==> src/rtl/conv_window_router.sv <==
// conv_window_router: im2col address walker between activation SRAM and PE array.
// Walks oy/ox/ky/kx/c with stride and zero padding, issues one SRAM read (or a
// zero pad word) per element and streams them in window order through a
// 2-entry FIFO with window/frame markers.
//
// state | meaning
// IDLE  | waiting for i_start, config captured on acceptance
// RUN   | issuing one element per cycle while fewer than 2 are outstanding
// DRAIN | all elements issued, waiting for the FIFO to empty
// DONE  | one-cycle completion pulse
module conv_window_router #(
    parameter int DATA_WIDTH = 64,
    parameter int ADDR_WIDTH = 8,
    parameter int K_WIDTH    = 3,
    parameter int C_WIDTH    = 4
) (
    input  logic                  i_clk,
    input  logic                  i_nrst,
    input  logic                  i_reg_clear,
    input  logic                  i_start,
    input  logic [ADDR_WIDTH-1:0] i_start_addr,
    input  logic [ADDR_WIDTH-1:0] i_i_size,
    input  logic [ADDR_WIDTH-1:0] i_o_size,
    input  logic [K_WIDTH-1:0]    i_k_size,
    input  logic [1:0]            i_stride,
    input  logic [1:0]            i_pad,
    input  logic [C_WIDTH-1:0]    i_c_words,
    output logic                  o_rd_en,
    output logic [ADDR_WIDTH-1:0] o_rd_addr,
    input  logic [DATA_WIDTH-1:0] i_rd_data,
    output logic                  o_valid,
    input  logic                  i_ready,
    output logic [DATA_WIDTH-1:0] o_data,
    output logic                  o_last_win,
    output logic                  o_last_all,
    output logic                  o_busy,
    output logic                  o_done
);

    // Signed image coordinates need headroom for oy*stride+ky and a negative pad offset.
    localparam int SW = ADDR_WIDTH + 3;

    typedef enum logic [1:0] {S_IDLE, S_RUN, S_DRAIN, S_DONE} state_t;

    state_t state, state_next;

    logic [ADDR_WIDTH-1:0] start_r, i_size_r, o_size_r;
    logic [K_WIDTH-1:0]    k_r;
    logic [1:0]            stride_r, pad_r;
    logic [C_WIDTH-1:0]    c_words_r;

    logic [ADDR_WIDTH-1:0] oy, ox;
    logic [K_WIDTH-1:0]    ky, kx;
    logic [C_WIDTH-1:0]    cc;

    logic c_last, kx_last, ky_last, ox_last, oy_last;
    logic last_win_cur, last_all_cur;
    logic [SW-1:0]         iy_u, ix_u;
    logic                  in_bounds;
    logic [ADDR_WIDTH-1:0] pix, rd_addr_calc;

    logic                  issue, pop, accept;
    logic [1:0]            count_after;

    logic [DATA_WIDTH-1:0] mem_data [2];
    logic [1:0]            mem_pad, mem_lw, mem_la;
    logic                  wr_ptr, rd_ptr;
    logic [1:0]            fifo_count;
    logic                  cap_pend, cap_slot, head_pending;

    assign c_last       = (cc == c_words_r - C_WIDTH'(1));
    assign kx_last      = (kx == k_r - K_WIDTH'(1));
    assign ky_last      = (ky == k_r - K_WIDTH'(1));
    assign ox_last      = (ox == o_size_r - ADDR_WIDTH'(1));
    assign oy_last      = (oy == o_size_r - ADDR_WIDTH'(1));
    assign last_win_cur = c_last && kx_last && ky_last;
    assign last_all_cur = last_win_cur && ox_last && oy_last;

    assign iy_u = SW'(oy) * SW'(stride_r) + SW'(ky) - SW'(pad_r);
    assign ix_u = SW'(ox) * SW'(stride_r) + SW'(kx) - SW'(pad_r);
    assign in_bounds = !iy_u[SW-1] && !ix_u[SW-1] &&
                       (iy_u < SW'(i_size_r)) && (ix_u < SW'(i_size_r));
    // Low-bit arithmetic is enough: the address wraps modulo 2^ADDR_WIDTH anyway.
    assign pix          = iy_u[ADDR_WIDTH-1:0] * i_size_r + ix_u[ADDR_WIDTH-1:0];
    assign rd_addr_calc = start_r + pix * ADDR_WIDTH'(c_words_r) + ADDR_WIDTH'(cc);

    assign accept      = (state == S_IDLE) && i_start && !i_reg_clear;
    assign pop         = o_valid && i_ready;
    assign count_after = fifo_count - {1'b0, pop};

    // Next-state and issue decision; clear wins over everything.
    always_comb begin
        state_next = state;
        issue      = 1'b0;
        case (state)
            S_IDLE: begin
                if (i_start) begin
                    if (i_o_size == '0 || i_k_size == '0 || i_c_words == '0)
                        state_next = S_DONE;
                    else
                        state_next = S_RUN;
                end
            end
            S_RUN: begin
                issue = (fifo_count < 2'd2);
                if (issue && last_all_cur) state_next = S_DRAIN;
            end
            S_DRAIN: begin
                if (count_after == 2'd0) state_next = S_DONE;
            end
            S_DONE: state_next = S_IDLE;
            default: state_next = S_IDLE;
        endcase
        if (i_reg_clear) begin
            state_next = S_IDLE;
            issue      = 1'b0;
        end
    end

    // State register.
    always_ff @(posedge i_clk or negedge i_nrst) begin
        if (!i_nrst) state <= S_IDLE;
        else         state <= state_next;
    end

    // Config capture on start acceptance and loop-nest counters.
    always_ff @(posedge i_clk or negedge i_nrst) begin
        if (!i_nrst) begin
            start_r   <= '0;
            i_size_r  <= '0;
            o_size_r  <= '0;
            k_r       <= '0;
            stride_r  <= '0;
            pad_r     <= '0;
            c_words_r <= '0;
            oy <= '0; ox <= '0; ky <= '0; kx <= '0; cc <= '0;
        end else if (i_reg_clear) begin
            oy <= '0; ox <= '0; ky <= '0; kx <= '0; cc <= '0;
        end else if (accept) begin
            start_r   <= i_start_addr;
            i_size_r  <= i_i_size;
            o_size_r  <= i_o_size;
            k_r       <= i_k_size;
            stride_r  <= i_stride;
            pad_r     <= i_pad;
            c_words_r <= i_c_words;
            oy <= '0; ox <= '0; ky <= '0; kx <= '0; cc <= '0;
        end else if (issue) begin
            if (!c_last) cc <= cc + C_WIDTH'(1);
            else begin
                cc <= '0;
                if (!kx_last) kx <= kx + K_WIDTH'(1);
                else begin
                    kx <= '0;
                    if (!ky_last) ky <= ky + K_WIDTH'(1);
                    else begin
                        ky <= '0;
                        if (!ox_last) ox <= ox + ADDR_WIDTH'(1);
                        else begin
                            ox <= '0;
                            oy <= oy + ADDR_WIDTH'(1);
                        end
                    end
                end
            end
        end
    end

    // Output FIFO: tags are written at issue, read data is captured the cycle after
    // into the same slot; until then the head forwards i_rd_data directly.
    always_ff @(posedge i_clk or negedge i_nrst) begin
        if (!i_nrst) begin
            for (int i = 0; i < 2; i++) mem_data[i] <= '0;
            mem_pad    <= '0;
            mem_lw     <= '0;
            mem_la     <= '0;
            wr_ptr     <= 1'b0;
            rd_ptr     <= 1'b0;
            fifo_count <= 2'd0;
            cap_pend   <= 1'b0;
            cap_slot   <= 1'b0;
        end else if (i_reg_clear) begin
            wr_ptr     <= 1'b0;
            rd_ptr     <= 1'b0;
            fifo_count <= 2'd0;
            cap_pend   <= 1'b0;
        end else begin
            if (issue) begin
                mem_pad[wr_ptr] <= !in_bounds;
                mem_lw[wr_ptr]  <= last_win_cur;
                mem_la[wr_ptr]  <= last_all_cur;
                wr_ptr          <= ~wr_ptr;
            end
            if (pop) rd_ptr <= ~rd_ptr;
            fifo_count <= fifo_count + {1'b0, issue} - {1'b0, pop};
            cap_pend   <= o_rd_en;
            cap_slot   <= wr_ptr;
            if (cap_pend) mem_data[cap_slot] <= i_rd_data;
        end
    end

    assign head_pending = cap_pend && (cap_slot == rd_ptr);

    assign o_rd_en    = issue && in_bounds;
    assign o_rd_addr  = o_rd_en ? rd_addr_calc : '0;
    assign o_valid    = (fifo_count != 2'd0);
    assign o_data     = (o_valid && !mem_pad[rd_ptr]) ?
                        (head_pending ? i_rd_data : mem_data[rd_ptr]) : '0;
    assign o_last_win = o_valid && mem_lw[rd_ptr];
    assign o_last_all = o_valid && mem_la[rd_ptr];
    assign o_busy     = (state != S_IDLE);
    assign o_done     = (state == S_DONE);

endmodule

==> config.mk <==
export PLATFORM = sky130hd
export DESIGN_NAME = conv_window_router
export DESIGN_NICKNAME = d
export VERILOG_FILES = /design/src/rtl/conv_window_router.sv
export SDC_FILE = /design/constraint.sdc
export NUM_CORES = 1
export LEC_CHECK = 0
export ABC_CLOCK_PERIOD_IN_PS = 25900
export CAP_MARGIN = 10
export CORE_MARGIN = 3
export CORE_UTILIZATION = 55
export DETAILED_ROUTE_END_ITERATION = 8
export PLACE_DENSITY = 0.79
export SYNTH_ARGS = -nofsm -noshare
export SYNTH_HDL_FRONTEND = slang
export SYNTH_SLANG_ARGS = --single-unit
==> constraint.sdc <==
create_clock -name i_clk -period 25.9 [get_ports i_clk]
set_input_delay 5.18 -clock i_clk [delete_from_list [all_inputs] [get_ports i_clk]]
set_output_delay 5.18 -clock i_clk [all_outputs]
set_load 0.03 [all_outputs]
### After elaboration in Yosys (flattened, before gate mapping)

Cells that the tools add are included.

| storage, ports and cells | value |
|---|---|
| output and inout bits | 78 |
| bits in registers | 203 |
| bits of input ports | 104 |
| word-level logic and storage cells | 181 |

| cells by class | value |
|---|---|
| muxes and demuxes | 63 |
| add/subtract/negate cells | 18 |
| multipliers | 4 |
| bitwise logic cells | 5 |
| magnitude comparators | 9 |
| equality and inequality tests | 12 |
| reduce and logical (&&, ||, !) cells | 47 |

Operators by type and width:

| operator | count |
|---|---|
| $mux 64 | 6 |
| $bwmux 128 | 1 |
| $mux 8 | 15 |
| $demux 64 s1 | 1 |
| $mux 3 | 11 |
| $add 10x3->11 | 2 |
| $lt 11x8->1 | 2 |
| $sub 11x2->11 | 2 |
| $mul 8x2->10 | 2 |
| $logic_and 1x1->1 | 18 |
| $add 8x1->8 const B | 2 |
| $add 8x8->8 | 2 |
| $eq 8x8->1 | 2 |
| $mux 4 | 4 |
| $reduce_bool 3->1 | 5 |
| $mux 1 | 14 |
| $mux 2 | 6 |
| $ne 3x3->1 const B | 3 |
| $add 8x4->8 | 1 |
| $logic_not 8->1 | 1 |
| $mul 8x4->8 | 1 |
| $mul 8x8->8 | 1 |
| $pmux 2 s4 | 1 |
| $reduce_and 2->1 | 4 |
| other kinds (30) | 51 |

### Logic depth before layout (Yosys ltp)

| depth | value |
|---|---|
| depth in word-level cells | 10 |
| gate-level depth with buffers | 36 |
| depth with buffers taken out | 35 |

### Worst setup path after synthesis

OpenSTA, ideal clock, no wires.

| path | value |
|---|---|
| kind | flip-flop to output port |
| from | register stride_r[1] |
| to | output o_rd_addr[7] |
| slack | 12556 ps |
| path buffers | 2 |
| arrival | 8164 ps |
| stages on the path, launching flop included | 32 |
| required time | 20720 ps |
| path through | dfrtp_1 > clkbuf_1 > clkbuf_1 > nand2_1 > ha_1 > fa_1 > inv_1 > ha_1 > a21o_1 > a21oi_1 > xnor2_1 > and2_1 > fa_1 > inv_1 > fa_1 > inv_1 > ha_1 > fa_1 > fa_1 > and2_1 > fa_1 > fa_1 > inv_1 > fa_1 > inv_1 > ha_1 > inv_1 > o21bai_1 > a21oi_1 > xnor2_1 > nor3_1 > and3b_1 |

| between the ends | value |
|---|---|
| cells in the longest elaborated chain, start to end | 9 |
| elaborated cells between the ends (all ways) | 20 |
| those cells by class | add/sub: 7; mul: 4; order compare: 2; mux: 1; reduce/logical: 6 |

Ends and longest elaborated chain:

| element | line | source |
|---|---|---|
| from (decl) | 49 | `logic [1:0] stride_r, pad_r;` |
| from (signal assigned) | 144 | `stride_r <= i_stride;` |
| $mul 8x2->10 (on tied branches) | 79, 80 |  |
| $add 10x3->11 (on tied branches) | 79, 80 |  |
| $sub 11x2->11 (on tied branches) | 79, 80 |  |
| $mul 8x8->8 or $logic_not 1->1 (tied branches) | 84, 81 |  |
| $add 8x8->8 or $logic_and 1x1->1 (tied branches) | 84, 81 |  |
| $mul 8x4->8 or $logic_and 1x1->1 (tied branches) | 85, 81 |  |
| $add 8x8->8 or $logic_and 1x1->1 (tied branches) | 85, 82 |  |
| $add 8x4->8 or $logic_and 1x1->1 (tied branches) | 85, 204 |  |
| $mux 8 (*) | 205 | `assign o_rd_addr = o_rd_en ? rd_addr_calc : '0;` |
| to (decl) | 29 | `output logic [ADDR_WIDTH-1:0] o_rd_addr,` |

Mark *: on every way between the ends. The rest lies on a longest branch, timed or not.

### Worst setup path after layout

Same ends and word-level chain as after synthesis.

==> flow_summary.yaml <==
run_status:
  outcome: "finished clean"
setup_path:
  critPathMaxFanout: 19
  cpMaxStageDelayCell: "clkdlybuf4s50_1"
  cp.buffers_inverters: 9
  slowest_delay_ps: 670
  start_kind: "flip-flop"
  crit_type: "reg -> out"
  cpLargestDelayFamily: "adder cells"
  cp_common_cell: "fa_1"
  required_ps: 20720
  critPathCaptureType: "output pin"
  arrival_ps: 9620
route:
  first_pass_iters: 4
  drcViolationCount: 0
  post_drt_wl_per_cell_um: 17.4
  vias_per_cell: 5.56
  drt_iter0_markers: 586
  vias: 10100
  drtAntennaViolNets: 0
  wl_um: 31600
timing:
  fin_crit_sh_pct: 57.2
  setup_ws_ps: 11100
  slew_viol_final: 0
  fmax_ghz: 0.0676
  hold_viol: 0
  tightestPinTransition_ps: 1080
  clock_skew_ps: 8.83
  worst_hold_slack_ps: 479
  setup_tns_ps: 0
  rsz0062_at_grt: "false"
  finalCriticalPeriod_ps: 14800
  setup_viol: 0
  relSlewSlack_pct: 28.2
cells_and_area:
  instances_no_fill: 1820
  fillerInstances: 1872
  final_nets: 1736
  layout-drive-gt1-share_pct: 14.7
  final_cell_mix: "dfrtp_1 (202), clkdlybuf4s50_1 (180), mux2_2 (164), inv_1 (116), nor2_1 (115)"
  final_common_cell: "dfrtp_1"
  synthToLayoutAreaGrowth_pct: 19.6
global_routing:
  grt_usage_pct: 22.8
  grt_start_max_net_pins: 129
  global_route.usage.met1_pct: 29.6
  grt_pass1_vias: 10400
  overflow: 0
  met2_usage_pct: 40.1
  gr-usage-met3_pct: 3.07
  grt_pass1_wl_um: 52400
  grt-busiest-layer: "met2"
  antenna_found_initial: 1
logic_synthesis:
  ys.flop_type: "dfrtp_1"
  synth_top_area_share_pct: 36.1
  avgSynthCellArea_um2: 10.6
  syn_nets: 1586
  ys_seq_elements: 203
  synth_cell_types: 56
  yosysSeqAreaShare_pct: 36.1
  syn-cell-area_mm2: 0.0141
  yosysTopAreaCell: "dfrtp_1"
  synth_edf_count: 0
  syn_inst: 1331
  yosys_warnings: 0
  async_flop_share_pct: 100
  synth.area.top_cells: "dfrtp_1 (36%), mux2_2 (13%), ha_1 (9.5%), fa_1 (6.3%), mux2i_1 (5.3%)"
cts:
  cts_setup_buffers: 0
  cts_hold_buf: 0
  clk-insertion-delay-late_ps: 520
  root_buffer: "clkbuf_16"
  cts_buffer_depth: 3
  cts-buffers-inserted: 23
  clk_pin_slew_ps: 60
  cts_tree: "yes"
  cts.sinks: 203
  h-tree-depth: 1
  cts-resized-gates: 0
placement:
  gp_congestion: 0.879
  port_buffers: 181
  hpwl_um: 22600
  place_ws_ps: 11630
  dp.cells: 1780
floorplan:
  dieWidth_um: 166
  coreArea_mm2: 0.0247
  row_count: 57
  die-area_mm2: 0.0276
  initial_core_util_pct: 56.9
  dieHeight_um: 166
  io_pins: 182
job:
  drv_cap: 0
min_path:
  min-delay-path-class: "reg -> reg"
## worst reg2reg max path: stages, from the launching register on
cell and delay, ps:
dfrtp_1 580, and2_1 290, fa_1 500, inv_1 50
fa_1 490, inv_1 40, ha_1 220, inv_1 80
fa_1 190, nor2b_1 50, o21ai_0 210, nand2b_1 100
xnor2_1 350, inv_1 90, ha_1 300, a211oi_1 200
o21ai_0 160, o211ai_1 130, nand4_1 160, or4b_1 660
nor4_1 430
## routing by layer
metal  vias to the layer above  wire, um
li1                       4867         -
met1                      5012     13600
met2                       184     15700
met3                        58      1310
met4                         0       913
met5                         -         0
## cell usage after synthesis, types with 3 or more instances
master and number:
o211ai_1 4, nand4_1 11, clkbuf_1 56, or3_1 5
nor4_1 4, buf_1 3, o2111ai_1 3, and3_1 3
dfrtp_1 203, buf_2 3, a211oi_1 70, nand3_1 10
ha_1 107, nand2b_1 8, a21o_1 12, nor2_1 115
inv_1 116, mux2_2 164, nor2b_1 8, nor3b_1 4
xor2_1 24, o22ai_1 3, nor3_1 9, mux2i_1 75
and2_1 37, o21ai_0 23, xnor3_1 10, xnor2_1 57
nand2_1 88, a21oi_1 20, fa_1 44
## logic make-up (layout without fill, tap and decap cells)
logic type,Yosys count,in the layout,share of synthesized area [%]
XOR/XNOR,91,91,6.64
adder cells (fa/ha/maj),151,151,15.8
multiplexers,239,239,18.4
AND/OR/NAND/NOR,315,315,10.6
buffers and inverters,179,343,4.85
flip-flops,203,203,36.1
AO/OA/AOI/OAI,153,153,7.62
other,0,1,0
## worst paths after layout
| kind | slack (ps) | startpoint | cells after the start | end |
|---|---|---|---|---|
| max in group asynchronous | 19510 | i_nrst | 2 | mem_data[23] |
| worst min-delay path | 480 | mem_lw[1] | 2 | mem_lw[1] |
| worst min register to register | 480 | mem_lw[1] | 2 | mem_lw[1] |
| min in group asynchronous | 4850 | i_nrst | 1 | mem_data[12] |
| worst max-delay path | 11100 | stride_r[1] | 31 | o_rd_addr[7] |
| worst max register to register | 20500 | stride_r[1] | 20 | cap_pend |
## final cells by class
cell class / count / area [um2] / share of cell area [%]
Tap cell: 324 / 405 / 2.41
Clock inverter: 6 / 53.8 / 0.319
Antenna cell: 1 / 2.50 / 0.0149
Inverter: 116 / 435 / 2.58
Multi-Input combinational cell: 949 / 8330 / 49.5
Sequential cell: 203 / 5080 / 30.2
Clock buffer: 33 / 663 / 3.94
Timing Repair Buffer: 188 / 1870 / 11.1
## stage by stage
| step | cell area, um2 | util, % |
|---|---|---|
| 2_1_floorplan | 14100 | - |
| 6_report | 16800 | 68.1 |
| 3_3_place_gp | 16100 | 65.2 |
| 3_5_place_dp | 16100 | 65.2 |
| 4_1_cts | 16800 | 68.1 |
| 5_1_grt | 16800 | 68.1 |
## state kept, by name, indices dropped and copies added (netlist names), 2 cells and up
signal and flops:
kx 3, start_r 8, state 2, mem_la 2, o_size_r 8, ox 8, c_words_r 4, fifo_count 2
mem_data 128, k_r 3, mem_pad 2, ky 3, mem_lw 2, stride_r 2, oy 8, pad_r 2
i_size_r 8, cc 4
Power is not shown: default switching activity piles up to over one toggle a cycle in this logic, so the estimate is an artifact.
